File: config.mk
export PLATFORM = sky130hd
export DESIGN_NAME = o232c_fifo
export DESIGN_NICKNAME = d
export VERILOG_FILES = /design/src/rtl/o232c_fifo.sv
export SDC_FILE = /design/constraint.sdc
export NUM_CORES = 1
export LEC_CHECK = 0
export ABC_AREA = 1
export BUFFER_PORTS_ARGS = -buffer_cell sky130_fd_sc_hd__buf_2
export CAP_MARGIN = 15
export CORE_UTILIZATION = 50
export DETAILED_ROUTE_END_ITERATION = 10
export GPL_TIMING_DRIVEN = 0
export PLACE_DENSITY = 0.72
export RECOVER_POWER = 25
export SLEW_MARGIN = 10
export SYNTH_ARGS = -nofsm -noshare
export SYNTH_HDL_FRONTEND = slang
export SYNTH_SLANG_ARGS = --single-unit
export TNS_END_PERCENT = 5
File: constraint.sdc
create_clock -name clk -period 3 [get_ports clk]
set_input_delay 0.15 -clock clk [delete_from_list [all_inputs] [get_ports clk]]
set_output_delay 0.15 -clock clk [all_outputs]
set_load 0.01 [all_outputs]
File: src/rtl/o232c_fifo.sv
// rtl/o232c_fifo.sv - 8N1 RS-232C transmitter with a circular byte FIFO in front
module o232c_fifo #(
  parameter int WAIT_COUNT = 620,
  parameter int DEPTH_LOG  = 4
) (
  input  logic               clk,
  input  logic               xrst,
  input  logic [7:0]         data,
  input  logic               go,
  output logic               full,
  output logic               busy,
  output logic [DEPTH_LOG:0] count,
  output logic               tx
);
  localparam int DEPTH = 1 << DEPTH_LOG;
  localparam int TW    = $clog2(WAIT_COUNT);

  localparam logic [TW-1:0]        T_LAST   = TW'(WAIT_COUNT - 1);
  localparam logic [TW-1:0]        T_ONE    = TW'(1);
  localparam logic [DEPTH_LOG-1:0] PTR_ONE  = DEPTH_LOG'(1);
  localparam logic [DEPTH_LOG:0]   CNT_ONE  = (DEPTH_LOG + 1)'(1);
  localparam logic [DEPTH_LOG:0]   CNT_FULL = (DEPTH_LOG + 1)'(DEPTH);

  typedef enum logic [1:0] {S_IDLE, S_START, S_DATA, S_STOP} state_t;

  state_t               state;
  logic [7:0]           mem [DEPTH];
  logic [DEPTH_LOG-1:0] wptr;
  logic [DEPTH_LOG-1:0] rptr;
  logic [7:0]           shift;
  logic [2:0]           bit_idx;
  logic [TW-1:0]        timer;
  logic                 timer_done;
  logic                 push;
  logic                 pop;

  // full comes from the registered count, so a same-cycle pop never makes room for a push
  assign full       = (count == CNT_FULL);
  assign busy       = (state != S_IDLE) || (count != '0);
  assign timer_done = (timer == T_LAST);
  assign push       = go && !full;
  assign pop        = (count != '0) && ((state == S_IDLE) || ((state == S_STOP) && timer_done));

  always_ff @(posedge clk) begin
    if (push) mem[wptr] <= data;
  end

  always_ff @(posedge clk or negedge xrst) begin
    if (!xrst) begin
      wptr  <= '0;
      rptr  <= '0;
      count <= '0;
    end else begin
      if (push) wptr <= wptr + PTR_ONE;
      if (pop)  rptr <= rptr + PTR_ONE;
      if (push && !pop)      count <= count + CNT_ONE;
      else if (pop && !push) count <= count - CNT_ONE;
    end
  end

  // tx is only ever updated on bit boundaries, straight from a flop
  always_ff @(posedge clk or negedge xrst) begin
    if (!xrst) begin
      state   <= S_IDLE;
      tx      <= 1'b1;
      timer   <= '0;
      bit_idx <= '0;
      shift   <= '0;
    end else begin
      case (state)
        S_IDLE: begin
          if (pop) begin
            shift <= mem[rptr];
            timer <= '0;
            tx    <= 1'b0;
            state <= S_START;
          end
        end
        S_START: begin
          if (timer_done) begin
            timer   <= '0;
            bit_idx <= '0;
            tx      <= shift[0];
            state   <= S_DATA;
          end else begin
            timer <= timer + T_ONE;
          end
        end
        S_DATA: begin
          if (timer_done) begin
            timer <= '0;
            if (bit_idx == 3'd7) begin
              tx    <= 1'b1;
              state <= S_STOP;
            end else begin
              shift   <= {1'b0, shift[7:1]};
              bit_idx <= bit_idx + 3'd1;
              tx      <= shift[1];
            end
          end else begin
            timer <= timer + T_ONE;
          end
        end
        S_STOP: begin
          if (timer_done) begin
            timer <= '0;
            // chain straight into the next start bit when more bytes wait
            if (pop) begin
              shift <= mem[rptr];
              tx    <= 1'b0;
              state <= S_START;
            end else begin
              state <= S_IDLE;
            end
          end else begin
            timer <= timer + T_ONE;
          end
        end
        default: state <= S_IDLE;
      endcase
    end
  end
endmodule

==> impl_metrics.yaml, run 1 <==
drt:
  drc: 0
  antenna_left: 0
  vias: 5413
  wire_per_inst_um: 16.63
  wirelength_mm: 17.05
  dr.pass1.iters: 7
  drt_iter0_markers: 524
  viasPerCell: 5.281
power_and_ir_drop:
  internal-power_mw: 4.007
  power_switching_mw: 1.468
  power_frac_clock_pct: 36.7
  vdd_drop_max_v: 0.0005590
  switching_share_pct: 26.82
  p_leak_nw: 3.812
  seqPwrFrac_pct: 51.5
  p_per_area_nw_per_um2: 637.8
  p_comb_share_pct: 11.8
  power_mw: 5.476
final_layout:
  fillerInstances: 1248
  fin_util_pct: 56.68
  diodes: 0
  drive_gt1_share_pct: 9.797
  multi_input_area_um2: 2313
  num-nets-final: 853
  area_growth_pct: 11.25
  area.sequential_um2: 4771
yosys:
  synth_flop_cell: "edfxtp_1"
  yosysSeqAreaShare_pct: 61.83
  synthCells: 786
  ys_ff_latch: 165
  synth-edff-count: 128
  synthArstFlopShare_pct: 22.42
  yosys.area.top_type_share_pct: 49.81
  yosys.area.top_type: "edfxtp_1"
  yosys_warnings: 0
  syn-cell-area_um2: 7716
  synth_nets: 815
  synth.distinct_cells: 34
  synthTopCellsByArea: "edfxtp_1 50%, dfrtp_1 12%, nand2_1 10%, nand3_1 6.3%, inv_1 6.0%"
  avgSynthCellArea_um2: 9.817
clocking:
  clk_pin_slew_ps: 60
  cts_tree: "yes"
  root_buffer: "clkbuf_16"
  cts_resized: 0
  htree_levels: 4
  cts_buffers: 17
  clock-sinks: 165
  clk_latency_ps: 440
  clockBufferDepth: 2
floorplan:
  rows: 45
  die_h_um: 126.2
  coreArea_um2: 15150
  design.die.area_um2: 15930
  start_util_pct: 50.95
  fp.dieW_um: 126.2
  ios: 19
critical_path:
  arrival_ps: 2980
  critPathMaxFanout: 8
  critPathCaptureType: "flip-flop"
  critPathKind: "flip-flop to flip-flop"
  cp.required_ps: 3310
  start_kind: "flip-flop"
global_routing:
  grt_pass1_vias: 5088
  grt_usage_pct: 22.90
  overflow: 0
  grt_max_degree: 38
  antenna_found_initial: 0
  grt_first_pass_wirelength_mm: 26.77
place:
  io_buffers: 18
  gp_congestion: 0.9008
  place_hpwl_mm: 11.37
sta:
  setup-tns-final_ps: 0
  min_period_over_period_pct: 89.03
  skew_ps: 19.05
  fmax_mhz: 374.4
  finalMaxSlewViolations: 0
  period_needed_ps: 2671
  tightest_slew_ps: 937.8
  hold_viol_final: 0
  rsz0062_at_grt: "false"
  max-slew-margin-rel_pct: 37.25
  finalSetupViolCount: 0
run_status:
  outcome: "completed"
hold_path:
  min_path_type: "input pin to flip-flop"
run:
  drv_cap: 0
## cells in the final DEF, fill, tap and decap left out, drive strengths merged, types with 3 or more instances in the layout
master / count
dfrtp: 36
nor2: 59
ha: 17
o21ai: 26
clkinv: 7
a21oi: 20
clkbuf: 28
inv: 131
xor2: 8
buf: 38
o22ai: 3
o211ai: 4
nand3: 98
nand4: 3
edfxtp: 128
nand2: 219
## layout make-up
cell class / count / area share, %
timing repair buffer: 19 / 1.079
clock inverter: 11 / 1.049
buffer: 27 / 1.764
tap: 188 / 2.740
multi-input combinational: 466 / 26.95
clock buffer: 21 / 5.247
sequential: 165 / 55.58
inverter: 128 / 5.597
## repair_timing
action / CTS / global route
endpoints found under the hold margin: 36 / 0
buffers inserted: 0 / 0
hold buffers: 1 / 0
## state kept, by name (all words and copies together) (netlist names)
name,flops
bit_idx,3
timer,10
wptr,4
rptr,4
state,2
mem,128
shift,8
count,5
tx,1
## per-stage QoR
step | std cells | hold slack, ps | setup WS [ps] | cell area (um2)
after floorplan | 786 | -145.6 | 615.4 | 7716
after global placement | 992 | 323.3 | 392.2 | 8041
after detailed placement | 992 | 320.6 | 323.5 | 8041
after CTS | 1025 | 71.46 | 334.5 | 8592
after global routing | 1025 | 93.65 | 95.30 | 8584
final | 1025 | 70.35 | 329.1 | 8584
## cell usage after synthesis (2+ instances only)
cell and instances:
inv_2 2, nand2_8 3, buf_2 19, o211ai_1 4, nand3_1 97, clkinv_1 2
nor2_4 4, dfrtp_1 36, o22ai_1 3, ha_1 17, edfxtp_1 128, o21ai_0 26
buf_4 5, xnor2_1 2, nand2_2 2, a32o_1 2, nand2_1 213, nand4_1 3
xor2_1 8, inv_1 124, a21oi_1 19, nor2_1 55
## path summary, 6_finish.rpt
check / from / endpoint / slack (ps) / cells after the start
setup / recovery: state[0] / count[4] / 330 / 15
hold / removal: go / wptr[0] / 70 / 3
setup reg to reg: state[0] / count[4] / 330 / 15
hold reg to reg: tx / tx / 490 / 2
max in group asynchronous: xrst / shift[2] / 2070 / 2
min in group asynchronous: xrst / timer[5] / 380 / 2
## kinds of logic after synthesis
| group | synth area share (%) |
|---|---|
| compound gates | 4.216 |
| xor+xnor | 1.135 |
| fa+ha+maj | 3.016 |
| buf+inv | 8.189 |
| flops | 61.83 |
| simple gates | 21.62 |
## layer usage
metal / track usage, % / share of wire (%)
met2: 36.98 / 48
met4: 11.20 / 2.5
met5: 0 / 0
met1: 29.58 / 43
met3: 4.715 / 6.7
## critical path, stage by stage (launching register included)
cell and delay, ps:
dfrtp_1 390, inv_1 110, ha_1 200, inv_1 190, nand2_1 80, nand2_1 70
inv_1 100, nand2_8 140, ha_1 200, inv_1 120, fa_1 410, nand2_1 90
a21oi_1 70, o21ai_0 140, nand3_1 100, xor2_1 150
## power groups by stage
stage	logic [mW]	clock network (mW)	registers, mW
final	0.647	2.01	2.82
after global routing	0.751	2.10	2.84
after CTS	0.654	2.02	2.82
after detailed placement	0.652	0	2.86
after global placement	0.632	0	2.86
after floorplan	0.419	0	2.86
(Power assumes the default switching activity.)
==> run 2: changes to the inputs <==
==> constraint.sdc (replaced) <==
create_clock -name clk -period 3 [get_ports clk]
set_input_delay 0.3 -clock clk [delete_from_list [all_inputs] [get_ports clk]]
set_output_delay 0.3 -clock clk [all_outputs]
set_load 0.01 [all_outputs]
==> run 2 against run 1 <==
  * The flow now finishes with violations (hold timing)
  * Die area unchanged
  * Register-to-register slack hardly changed
  * First-iteration DRC count up 0.95%
  * Setup slack improved by 0.52 ps
  * Critical path type unchanged
  * Largest power group unchanged
==> impl_metrics.yaml, run 2 (same netlist as run 1, synthesis figures left out) <==
floorplan:
  fp.dieW_um: 126.2
  design.die.area_um2: 15930
  die_h_um: 126.2
  ios: 19
  rows: 45
  start_util_pct: 50.95
  coreArea_um2: 15150
sta:
  whs_ps: -22.16
  rsz0062_at_grt: "false"
  tightest_slew_ps: 958.6
  min_period_over_period_pct: 89.01
  skew_ps: 12.97
  max-slew-margin-rel_pct: 35.86
  hold_viol_final: 33
  finalSetupViolCount: 0
  finalMaxSlewViolations: 0
  fmax_mhz: 374.5
  setup-tns-final_ps: 0
  period_needed_ps: 2670
power_and_ir_drop:
  p_per_area_nw_per_um2: 638.6
  vdd_drop_max_v: 0.0005589
  p_leak_nw: 3.808
critical_path:
  critPathCaptureType: "flip-flop"
  critPathKind: "flip-flop to flip-flop"
  crit_top_cell: "inv_1"
  start_kind: "flip-flop"
  rrSetupSlack_ps: 330
  cp.required_ps: 3320
  critPathMaxFanout: 8
  crit_path_cell_trace: "inv_1 -> ha_1 -> inv_1 -> nand2_1 -> nand2_1 -> inv_1 -> nand2_8 -> ha_1 -> inv_1 -> fa_1 -> nand2_1 -> a21oi_1 -> o21ai_0 -> nand3_1 -> xor2_1"
  ff2ff_path_depth: 15
  arrival_ps: 2990
  crit_slowest_cell: "fa_1"
  slowest_delay_ps: 410
clocking:
  cts_resized: 0
  clock-sinks: 165
  cts_hold_buf: 0
  clk_latency_ps: 430
  cts_buffers: 17
  htree_levels: 4
  root_buffer: "clkbuf_16"
  clockBufferDepth: 2
  post_cts_buffers: 0
  clk_pin_slew_ps: 60
  cts_tree: "yes"
drt:
  vias: 5436
  wirelength_mm: 17.08
  viasPerCell: 5.309
  antenna_left: 0
  drc: 0
  dr.pass1.iters: 7
  drt_iter0_markers: 529
  wire_per_inst_um: 16.68
final_layout:
  final_common_cell: "nand2_1"
  num-nets-final: 852
  fillerInstances: 1247
  regMostFlops: "mem"
  area_growth_pct: 11.12
  stdcell_count: 1024
  drive_gt1_share_pct: 9.809
  fin_util_pct: 56.61
  final_cell_mix: "213 x nand2_1, 128 x edfxtp_1, 124 x inv_1"
  largest_reg_flops: 128
  top_regs: "mem: 128 flops, timer: 10 flops, shift: 8 flops"
  diodes: 0
place:
  gp_congestion: 0.9008
  place_hpwl_mm: 11.37
  post-place-cells: 992
  io_buffers: 18
global_routing:
  grt_first_pass_wirelength_mm: 26.77
  grt_pass1_vias: 5088
  grt_usage_pct: 22.90
  overflow: 0
  grt_max_degree: 38
  antenna_found_initial: 0
run:
  drv_cap: 0
run_status:
  outcome: "finished with violations"
  violations: "hold timing"
hold_path:
  min_path_type: "input pin to asynchronous set/reset pin"
## run 2: cell types whose count changed in the layout (fill, tap and decap cells not counted), sizes merged
cell         before  now
dlygate4sd3       1    0
## run 2: worst max-delay path: cells and delay by family, from the launching register on
family | cells | cell delay (ps)
buffers and inverters | 4 | 520
xor gates and xnor gates | 1 | 150
AOI/OAI and AO/OA | 2 | 210
adders and majority gates | 3 | 810
and+or+nand+nor | 5 | 480
DFF | 1 | 390
## run 2: final cells by class
| cell class | count | area (um2) | area share, % |
|---|---|---|---|
| clock buffer | 21 | 450.4 | 5.253 |
| multi-input combinational | 466 | 2313 | 26.98 |
| sequential | 165 | 4771 | 55.64 |
| buffer | 27 | 151.4 | 1.766 |
| inverter | 128 | 480.5 | 5.603 |
| tap | 188 | 235.2 | 2.743 |
| clock inverter | 11 | 90.09 | 1.051 |
| timing repair buffer | 18 | 82.58 | 0.9631 |
## run 2: stage by stage
step	total power [mW]	worst slack (ps)	hold slack, ps	cell area, um2
finish	5.475	329.6	-22.16	8574
global route	5.690	95.30	54.74	8574
CTS	5.488	334.5	13.48	8582
detailed placement	3.514	323.5	470.2	8041
global placement	3.493	392.2	466.3	8041
floorplan	3.279	615.4	4.409	7716
## run 2: power by group
group / internal, mW / switching (mW)
clock: 1.10 / 0.912
combinational: 0.193 / 0.454
sequential: 2.72 / 0.103
## run 2: final timing paths
check	start	to
max	state[0]	count[4]
min	xrst	timer[7]
max reg2reg	state[0]	count[4]
min reg2reg	tx	tx
max in group asynchronous	xrst	count[0]
min in group clk	go	wptr[0]
## run 2: layer usage
metal  vias to the layer above  global-route usage, %  share of wire, %
li1                       2634                      -                 -
met1                      2569                  29.58                43
met2                       196                  36.98                48
met3                        37                  4.715               6.7
met4                         0                  11.20               2.8
met5                         -                      0                 0
